## config.mk

```make
export PLATFORM = sky130hd
export DESIGN_NAME = pipe_hazard_ctrl
export DESIGN_NICKNAME = d
export VERILOG_FILES = /design/src/rtl/hazard_pkg.sv /design/src/rtl/pipe_hazard_ctrl_fwd_pick.sv /design/src/rtl/pipe_hazard_ctrl.sv
export SDC_FILE = /design/constraint.sdc
export NUM_CORES = 1
export LEC_CHECK = 0
export ABC_AREA = 1
export ABC_CLOCK_PERIOD_IN_PS = 1900
export BUFFER_PORTS_ARGS = -buffer_cell sky130_fd_sc_hd__clkbuf_2
export CORE_UTILIZATION = 49
export CTS_BUF_LIST = sky130_fd_sc_hd__clkbuf_16
export CTS_CLUSTER_SIZE = 20
export DETAILED_ROUTE_END_ITERATION = 10
export PLACE_DENSITY = 0.85
export SETUP_SLACK_MARGIN = 0.3
export SKIP_CTS_REPAIR_TIMING = 1
export SYNTH_ARGS = -nofsm -noshare
export SYNTH_HDL_FRONTEND = slang
export SYNTH_SLANG_ARGS = --single-unit
```

## constraint.sdc

```tcl
create_clock -name clk -period 1.9 [get_ports clk]
set_input_delay 0.19 -clock clk [delete_from_list [all_inputs] [get_ports clk]]
set_output_delay 0.19 -clock clk [all_outputs]
set_load 0.02 [all_outputs]
```

## src/rtl/hazard_pkg.sv

```systemverilog
// Shared definitions for the pipeline hazard controller: FSM state encoding,
// flush-depth limits and the flush down-counter load helper.
package hazard_pkg;

  typedef enum logic [1:0] {
    RUN     = 2'd0,
    FLUSH   = 2'd1,
    MEMWAIT = 2'd2
  } haz_state_e;

  localparam int FLUSH_DEPTH_MIN = 1;
  localparam int FLUSH_DEPTH_MAX = 4;
  localparam int FLUSH_CNT_W     = 2;

  // The down-counter starts at depth-1 so it reaches zero on the last flush cycle.
  function automatic logic [FLUSH_CNT_W-1:0] flush_load_val(input int depth);
    int d;
    d = depth;
    if (d < FLUSH_DEPTH_MIN) d = FLUSH_DEPTH_MIN;
    if (d > FLUSH_DEPTH_MAX) d = FLUSH_DEPTH_MAX;
    return FLUSH_CNT_W'(d - 1);
  endfunction

endpackage

```

## src/rtl/pipe_hazard_ctrl_fwd_pick.sv

```systemverilog
// fwd_pick: priority match of one ID source register against all downstream
// destinations; the youngest (lowest-index) writing stage wins, x0 never matches.
module fwd_pick #(
  parameter  int RA_W  = 5,
  parameter  int NSTG  = 3,
  localparam int SEL_W = $clog2(NSTG + 1)
) (
  input  logic [RA_W-1:0]      rs_addr,
  input  logic                 rs_used,
  input  logic [NSTG*RA_W-1:0] rd_addr,
  input  logic [NSTG-1:0]      wb_en,
  output logic [SEL_W-1:0]     sel
);

  logic [NSTG-1:0] hit;

  always_comb begin
    hit = '0;
    for (int k = 0; k < NSTG; k++) begin
      hit[k] = rs_used & wb_en[k]
             & (rd_addr[k*RA_W +: RA_W] != '0)
             & (rd_addr[k*RA_W +: RA_W] == rs_addr);
    end
    // Scan oldest to youngest so the youngest hit overwrites the older ones.
    sel = '0;
    for (int k = NSTG - 1; k >= 0; k--) begin
      if (hit[k]) sel = SEL_W'(k + 1);
    end
  end

endmodule

```

## src/rtl/pipe_hazard_ctrl.sv

```systemverilog
// Pipeline hazard controller: registered operand forwarding, load-use and
// memory-wait stalls, redirect flush FSM. Optional perf counters: HAZ_PERF_CNT_EN.
module pipe_hazard_ctrl
  import hazard_pkg::*;
#(
  parameter  int XLEN        = 32,
  parameter  int RA_W        = 5,
  parameter  int NSTG        = 3,
  parameter  int FLUSH_DEPTH = 2,
  localparam int SEL_W       = $clog2(NSTG + 1)
) (
  input  logic                 clk,
  input  logic                 rst,
  input  logic [RA_W-1:0]      rs1_addr,
  input  logic [RA_W-1:0]      rs2_addr,
  input  logic                 rs1_used,
  input  logic                 rs2_used,
  input  logic [NSTG*RA_W-1:0] rd_addr,
  input  logic [NSTG-1:0]      wb_en,
  input  logic                 ex_is_load,
  input  logic                 redirect,
  input  logic                 dm_ready,
  input  logic                 mem_access,
  output logic [SEL_W-1:0]     fwd_sel1,
  output logic [SEL_W-1:0]     fwd_sel2,
  output logic                 stall_if,
  output logic                 stall_id,
  output logic                 stall_ex,
  output logic                 stall_mem,
  output logic                 bubble_ex,
  output logic                 flush_id,
  output logic                 flush_ex,
  output logic [1:0]           state
`ifdef HAZ_PERF_CNT_EN
  ,
  output logic [XLEN-1:0]      stall_cnt,
  output logic [XLEN-1:0]      flush_cnt
`endif
);

  if (FLUSH_DEPTH < FLUSH_DEPTH_MIN || FLUSH_DEPTH > FLUSH_DEPTH_MAX || XLEN < 1) begin : g_param_check
    $error("pipe_hazard_ctrl: FLUSH_DEPTH must be 1..4 and XLEN positive");
  end

  localparam logic [FLUSH_CNT_W-1:0] FLUSH_LOAD = flush_load_val(FLUSH_DEPTH);

  haz_state_e             state_q, state_d;
  logic [FLUSH_CNT_W-1:0] cnt_q, cnt_d;
  logic                   pend_q, pend_d;
  logic                   flush_q, flush_d;
  logic [SEL_W-1:0]       fwd_sel1_q, fwd_sel1_d;
  logic [SEL_W-1:0]       fwd_sel2_q, fwd_sel2_d;
  logic [SEL_W-1:0]       pick1, pick2;
  logic [RA_W-1:0]        rd_ex;
  logic                   mem_stall, ex_hit, load_use, flush_entry;

  fwd_pick #(.RA_W(RA_W), .NSTG(NSTG)) u_pick1 (
    .rs_addr (rs1_addr),
    .rs_used (rs1_used),
    .rd_addr (rd_addr),
    .wb_en   (wb_en),
    .sel     (pick1)
  );

  fwd_pick #(.RA_W(RA_W), .NSTG(NSTG)) u_pick2 (
    .rs_addr (rs2_addr),
    .rs_used (rs2_used),
    .rd_addr (rd_addr),
    .wb_en   (wb_en),
    .sel     (pick2)
  );

  // Stall decode is gated by rst so the pipeline sees no stall while in reset.
  always_comb begin
    rd_ex     = rd_addr[RA_W-1:0];
    mem_stall = ~rst & mem_access & ~dm_ready;
    ex_hit    = wb_en[0] & (rd_ex != '0)
              & ((rs1_used & (rs1_addr == rd_ex)) | (rs2_used & (rs2_addr == rd_ex)));
    load_use  = ~rst & (state_q == RUN) & ~mem_stall & ~redirect & ex_is_load & ex_hit;
    stall_if  = mem_stall | load_use;
    stall_id  = mem_stall | load_use;
    stall_ex  = mem_stall;
    stall_mem = mem_stall;
    bubble_ex = load_use;
  end

  always_comb begin
    state_d = state_q;
    cnt_d   = cnt_q;
    pend_d  = pend_q;
    if (mem_stall) begin
      state_d = MEMWAIT;
      cnt_d   = '0;
      // A redirect during FLUSH belongs to a wrong-path instruction.
      if (redirect && state_q != FLUSH) pend_d = 1'b1;
    end else begin
      unique case (state_q)
        RUN: begin
          if (redirect) begin
            state_d = FLUSH;
            cnt_d   = FLUSH_LOAD;
          end
        end
        FLUSH: begin
          if (cnt_q == '0) state_d = RUN;
          else             cnt_d   = cnt_q - 1'b1;
        end
        MEMWAIT: begin
          if (pend_q || redirect) begin
            state_d = FLUSH;
            cnt_d   = FLUSH_LOAD;
            pend_d  = 1'b0;
          end else begin
            state_d = RUN;
          end
        end
        default: state_d = RUN;
      endcase
    end
    flush_d     = (state_d == FLUSH);
    flush_entry = (state_d == FLUSH) && (state_q != FLUSH);
    fwd_sel1_d  = stall_id ? fwd_sel1_q : pick1;
    fwd_sel2_d  = stall_id ? fwd_sel2_q : pick2;
  end

  always_ff @(posedge clk or posedge rst) begin
    if (rst) begin
      state_q    <= RUN;
      cnt_q      <= '0;
      pend_q     <= 1'b0;
      flush_q    <= 1'b0;
      fwd_sel1_q <= '0;
      fwd_sel2_q <= '0;
    end else begin
      state_q    <= state_d;
      cnt_q      <= cnt_d;
      pend_q     <= pend_d;
      flush_q    <= flush_d;
      fwd_sel1_q <= fwd_sel1_d;
      fwd_sel2_q <= fwd_sel2_d;
    end
  end

  assign fwd_sel1 = fwd_sel1_q;
  assign fwd_sel2 = fwd_sel2_q;
  assign flush_id = flush_q;
  assign flush_ex = flush_q;
  assign state    = state_q;

`ifdef HAZ_PERF_CNT_EN
  logic [XLEN-1:0] stall_cnt_q, stall_cnt_d;
  logic [XLEN-1:0] flush_cnt_q, flush_cnt_d;

  always_comb begin
    stall_cnt_d = stall_cnt_q + XLEN'(stall_if);
    flush_cnt_d = flush_cnt_q + XLEN'(flush_entry);
  end

  always_ff @(posedge clk or posedge rst) begin
    if (rst) begin
      stall_cnt_q <= '0;
      flush_cnt_q <= '0;
    end else begin
      stall_cnt_q <= stall_cnt_d;
      flush_cnt_q <= flush_cnt_d;
    end
  end

  assign stall_cnt = stall_cnt_q;
  assign flush_cnt = flush_cnt_q;
`else
  logic unused_flush_entry;
  assign unused_flush_entry = flush_entry;
`endif

endmodule

```

# Word-level counts from Yosys, hierarchy flattened

Index checks and enable logic that the tools add are counted.

$add $sub $neg: 1
Eq/ne operators: 16
Mux-type cells: 20
Bitwise operators: 35
Reductions and logical operators: 12

Operator list:

| cell                  | number |
|---|---|
| $eq A5 B5 Y1          | 8 |
| $and A1 B1 Y1         | 29 |
| $mux W2               | 13 |
| $reduce_bool A5 Y1    | 3 |
| $pmux W2 S3           | 2 |
| $ne A3 B3 Y1 const B  | 3 |
| $mux W1               | 5 |
| $eq A2 B1 Y1 const B  | 2 |
| $logic_not A2 Y1      | 2 |
| $ne A2 B1 Y1 const B  | 2 |
| $not A1 Y1            | 4 |
| $reduce_and A4 Y1     | 1 |
| $reduce_bool A2 Y1    | 2 |
| $reduce_bool A4 Y1    | 1 |
| $reduce_and A3 Y1     | 1 |
| $eq A2 B2 Y1 const B  | 1 |
| $or A1 B1 Y1          | 2 |
| $sub A2 B1 Y2 const B | 1 |
| $logic_and A1 B1 Y1   | 1 |
| $logic_or A1 B1 Y1    | 1 |

Register bits: 10
Input port bits: 36
Output and inout port bits: 13
Logic and storage cells: 90

# Logic depth before layout (Yosys ltp)

Depth after elaboration: 9
Mapped depth: 10
Gate-level depth less buffers: 10

# Cells and area by module

A second synthesis with hierarchy kept.

Cells, all modules: 298
Area total of the unflattened synthesis: 1,541.5 µm²

Modules (own cells, without submodules):

| module           | times used | cells each | area each (µm²) | sequential area each (µm²) |
|---|---|---|---|---|
| pipe_hazard_ctrl | 1          | 128        | 813.3           | 250.2 |
| fwd_pick         | 2          | 85         | 364.1           | 0.0 |

# Worst setup path after synthesis

No wires, ideal clock.

Path kind: reg2out
Start point: register state_q[0] (netlist: state[0])
End point: output port stall_if
Arrival: 1.512 ns
Required time: 1.710 ns
Slack: 0.198 ns
Stages on the path, launching flop included: 10
Path buffers: 1
Path through: dfrtp_1 > inv_1 > ha_1 > inv_1 > nor2_1 > nand4_1 > nor2_2 > nand2_2 > nand2_4 > buf_4

Cells in the longest elaborated chain, start to end: 7

RTL lines:

| element                    | RTL line                | text |
|---|---|---|
| from (decl)                | pipe_hazard_ctrl.sv:47  | `haz_state_e state_q, state_d;` |
| from (signal assigned)     | pipe_hazard_ctrl.sv:135 | `state_q <= state_d;` |
| $logic_not A2 Y1           | pipe_hazard_ctrl.sv:79  | `load_use = ~rst & (state_q == RUN) & ~mem_stall & ~redirect & ex_is_load & ex_hit;` |
| $and A1 B1 Y1 (5 in a row) | pipe_hazard_ctrl.sv:79  |  |
| $or A1 B1 Y1               | n/a                     |  |
| to (decl)                  | pipe_hazard_ctrl.sv:26  | `output logic stall_if,` |

Every way passes these cells.

# Worst setup path in the final report

Start point: register state_q[0] (netlist: state[0])
End point: output port stall_id

Cells in the longest elaborated chain, start to end: 7

RTL lines:

| element                    | RTL line               | text |
|---|---|---|
| $logic_not A2 Y1           | pipe_hazard_ctrl.sv:79 |  |
| $and A1 B1 Y1 (5 in a row) | pipe_hazard_ctrl.sv:79 |  |
| $or A1 B1 Y1               | pipe_hazard_ctrl.sv:81 | `stall_id = mem_stall \| load_use;` |
| to (decl)                  | pipe_hazard_ctrl.sv:27 | `output logic stall_id,` |

Every way passes these cells.

==> results.py <==
metrics = {
    "finish": {
        "nets": 341,
        "fill_cells": 242,
        "final_layout_size_suffix_gt1_share_pct": 29.43,
        "register_area_um2": 252.7,
        "postLayoutCoreUtil_pct": 69.24,
        "diodes": 0,
        "final_area_um2": 1715,
        "multiInputGateArea_um2": 868.3,
        "stdcell_count": 329,
        "syn_to_final_growth_pct": 32.98,
    },
    "global_route": {
        "grt_pass1_vias": 1324,
        "grt_antenna_before_repair": 0,
        "grt_first_pass_wirelength_mm": 5.278,
        "grt-ovfl-total": 0,
        "grt_usage_pct": 25.95,
        "grt_max_degree": 13,
    },
    "worst_setup_path": {
        "regToRegSetupSlack_ps": 370,
        "cp_data_arrival_time_ps": 1560,
        "reg2reg_from": "state[0]",
        "crit_required_ps": 1710,
        "critPathCaptureType": "output pin",
        "reg2reg_depth": 8,
        "crit_type": "reg -> out",
        "crit_path_start_kind": "register",
        "timing.rr.end": "cnt_q[0]",
        "critPathMaxFanout": 6,
    },
    "sta": {
        "slew_headroom_pct": 68.10,
        "hold_viol": 0,
        "fin_crit_sh_pct": 92.07,
        "skew_ps": 6.223,
        "setup_viol": 0,
        "fin_ws_ps": 150.6,
        "fin_hold_ws_ps": 304.0,
        "slew_violations": 0,
        "clock.fmax_mhz": 571.6,
        "rsz0062_at_grt": "yes",
        "tns_ps": 0,
        "layout_min_cycle_time_ps": 1749,
        "worst_pin_slew_ps": 476.9,
    },
    "floorplan": {
        "initial_utilization_pct": 52.07,
        "ios": 49,
        "dieArea_um2": 2842,
        "die_x_um": 53.31,
        "core.rowCount": 18,
        "die_h_um": 53.31,
        "core_area_um2": 2477,
    },
    "run": {
        "drv_cap": 0,
    },
    "pwr": {
        "power_mw": 1.294,
        "ir_drop_mv": 0.6709,
        "p_leak_nw": 1.105,
        "power.density_nw_per_um2": 754.1,
    },
    "placement": {
        "gp_congestion": 0.9262,
        "dp_cells": 319,
        "postPlaceCellArea_um2": 1563,
        "place_hpwl_mm": 2.740,
        "pre_cts_ws_ps": 264.4,
        "port_buffers": 48,
    },
    "synth": {
        "synth_mux_area_share_pct": 0,
        "synth-seq-cells": 10,
        "synth_adder_area_share_pct": 4.850,
        "yosysWarnings": 0,
        "synthCells": 244,
        "synthSimpleGateAreaFrac_pct": 53.06,
        "synth_top_family_by_area": "simple AND/OR/NAND/NOR gates",
        "yosysTopAreaCell": "nand2_1",
        "syn_nets": 285,
        "syn_area_um2": 1290,
        "synth_compound_area_share_pct": 7.856,
        "ys_types": 22,
        "yosys.area.top_type_share_pct": 29.97,
        "synth_xor_area_share_pct": 0,
        "syn_avg_cell_area_um2": 5.287,
        "ys_seq_area_share_pct": 19.40,
        "synth.top_cells.by_area": "nand2_1, dfrtp_1, nor2_1",
    },
    "outcome": {
        "status": "finished, final reports clean",
    },
    "clocking": {
        "cts_max_path_buffers": 2,
        "clk_latency_ps": 240,
        "numCtsBuffers": 3,
        "clk_pin_slew_ps": 40,
        "cts_tree": "built",
        "h-tree-depth": 1,
        "cts.sink_count": 10,
        "cts_root_buffer": "clkbuf_16",
    },
    "hold_path": {
        "min-delay-start": "dm_ready",
        "hold_class": "in -> reg",
        "hold_path_depth": 4,
        "hold-path-endpoint": "pend_q",
    },
    "route": {
        "vias_per_cell": 4.687,
        "vias": 1542,
        "dr.pass1.iters": 4,
        "drt-initial-drc-count": 39,
        "ant_nets": 0,
        "routed_wl_mm": 3.337,
        "drc": 0,
        "wire_per_inst_um": 10.14,
    },
}
-- synthesized netlist by cell type, drive strengths merged --
cell type and instances:
nor2 44, nor3 1, o21ai 12, nand2 109
o22ai 1, buf 3, o211ai 1, ha 5
nand4 4, o311ai 1, a21oi 3, nand3 5
dfrtp 10, inv 45
-- cells in the final DEF (no fill, tap or decap), types with 2 or more instances in the layout --
cell       count
nand2_1      103
clkbuf_2      45
nor2_1        37
inv_1         33
inv_2         12
o21ai_0       11
dfrtp_1        8
nor2_2         5
buf_4          5
nand2_2        4
nand4_1        4
ha_1           4
nand3_1        3
clkbuf_16      3
buf_6          3
nor2_4         2
nand2_4        2
nand3_2        2
a21oi_1        2
dfrtp_2        2
-- worst max-delay path by stage --
stage	startpoint	endpoint	slack (ps)	cells after the start
after global placement	state[0]	stall_id	310	9
final	state[0]	stall_id	150	9
after detailed placement	state[1]	stall_if	260	9
after CTS	state[1]	stall_if	0.2	9
after floorplan	state[1]	stall_if	280	9
after global routing	state[0]	stall_if	80	9
-- worst max-delay path, stage by stage (launching register included) --
cell     delay, ps
dfrtp_2        430
inv_2           90
ha_4           160
inv_4           40
nor2_4          70
nand4_1        100
nor2_2         130
nand2_2         90
nand2_4         90
buf_6          120
-- state kept, by name (all words and copies together), names as in the netlist --
signal    cells
flush_ex      1
fwd_sel2      2
state         2
fwd_sel1      2
pend_q        1
cnt_q         2
-- power breakdown --
group          internal (mW)  total (mW)  switching (mW)
clock network          0.275       0.373          0.0974
logic                  0.254       0.622           0.368
registers              0.266       0.299          0.0327
total                  0.795        1.29           0.498
-- layout make-up --
class                           instances  area share (%)
Multi-Input combinational cell        186           50.62
Timing Repair Buffer                   54           17.87
Sequential cell                        10           14.73
Inverter                               45           9.993
Clock buffer                            3           4.376
Tap cell                               30           2.188
Clock inverter                          1          0.2188
-- logic make-up after synthesis --
family / after synthesis
and+or+nand+nor: 163
buffers and inverters: 48
AOI/OAI and AO/OA: 18
DFF: 10
adders and majority gates: 5
-- per-layer routing --
layer	track usage (%)	routed length (um)	up-vias
li1	-	-	840
met1	29.49	1481	641
met2	47.08	1653	56
met3	4.023	145	5
met4	10.53	56	0
met5	0	0	-
No activity file was read; power rests on OpenSTA's default activity.
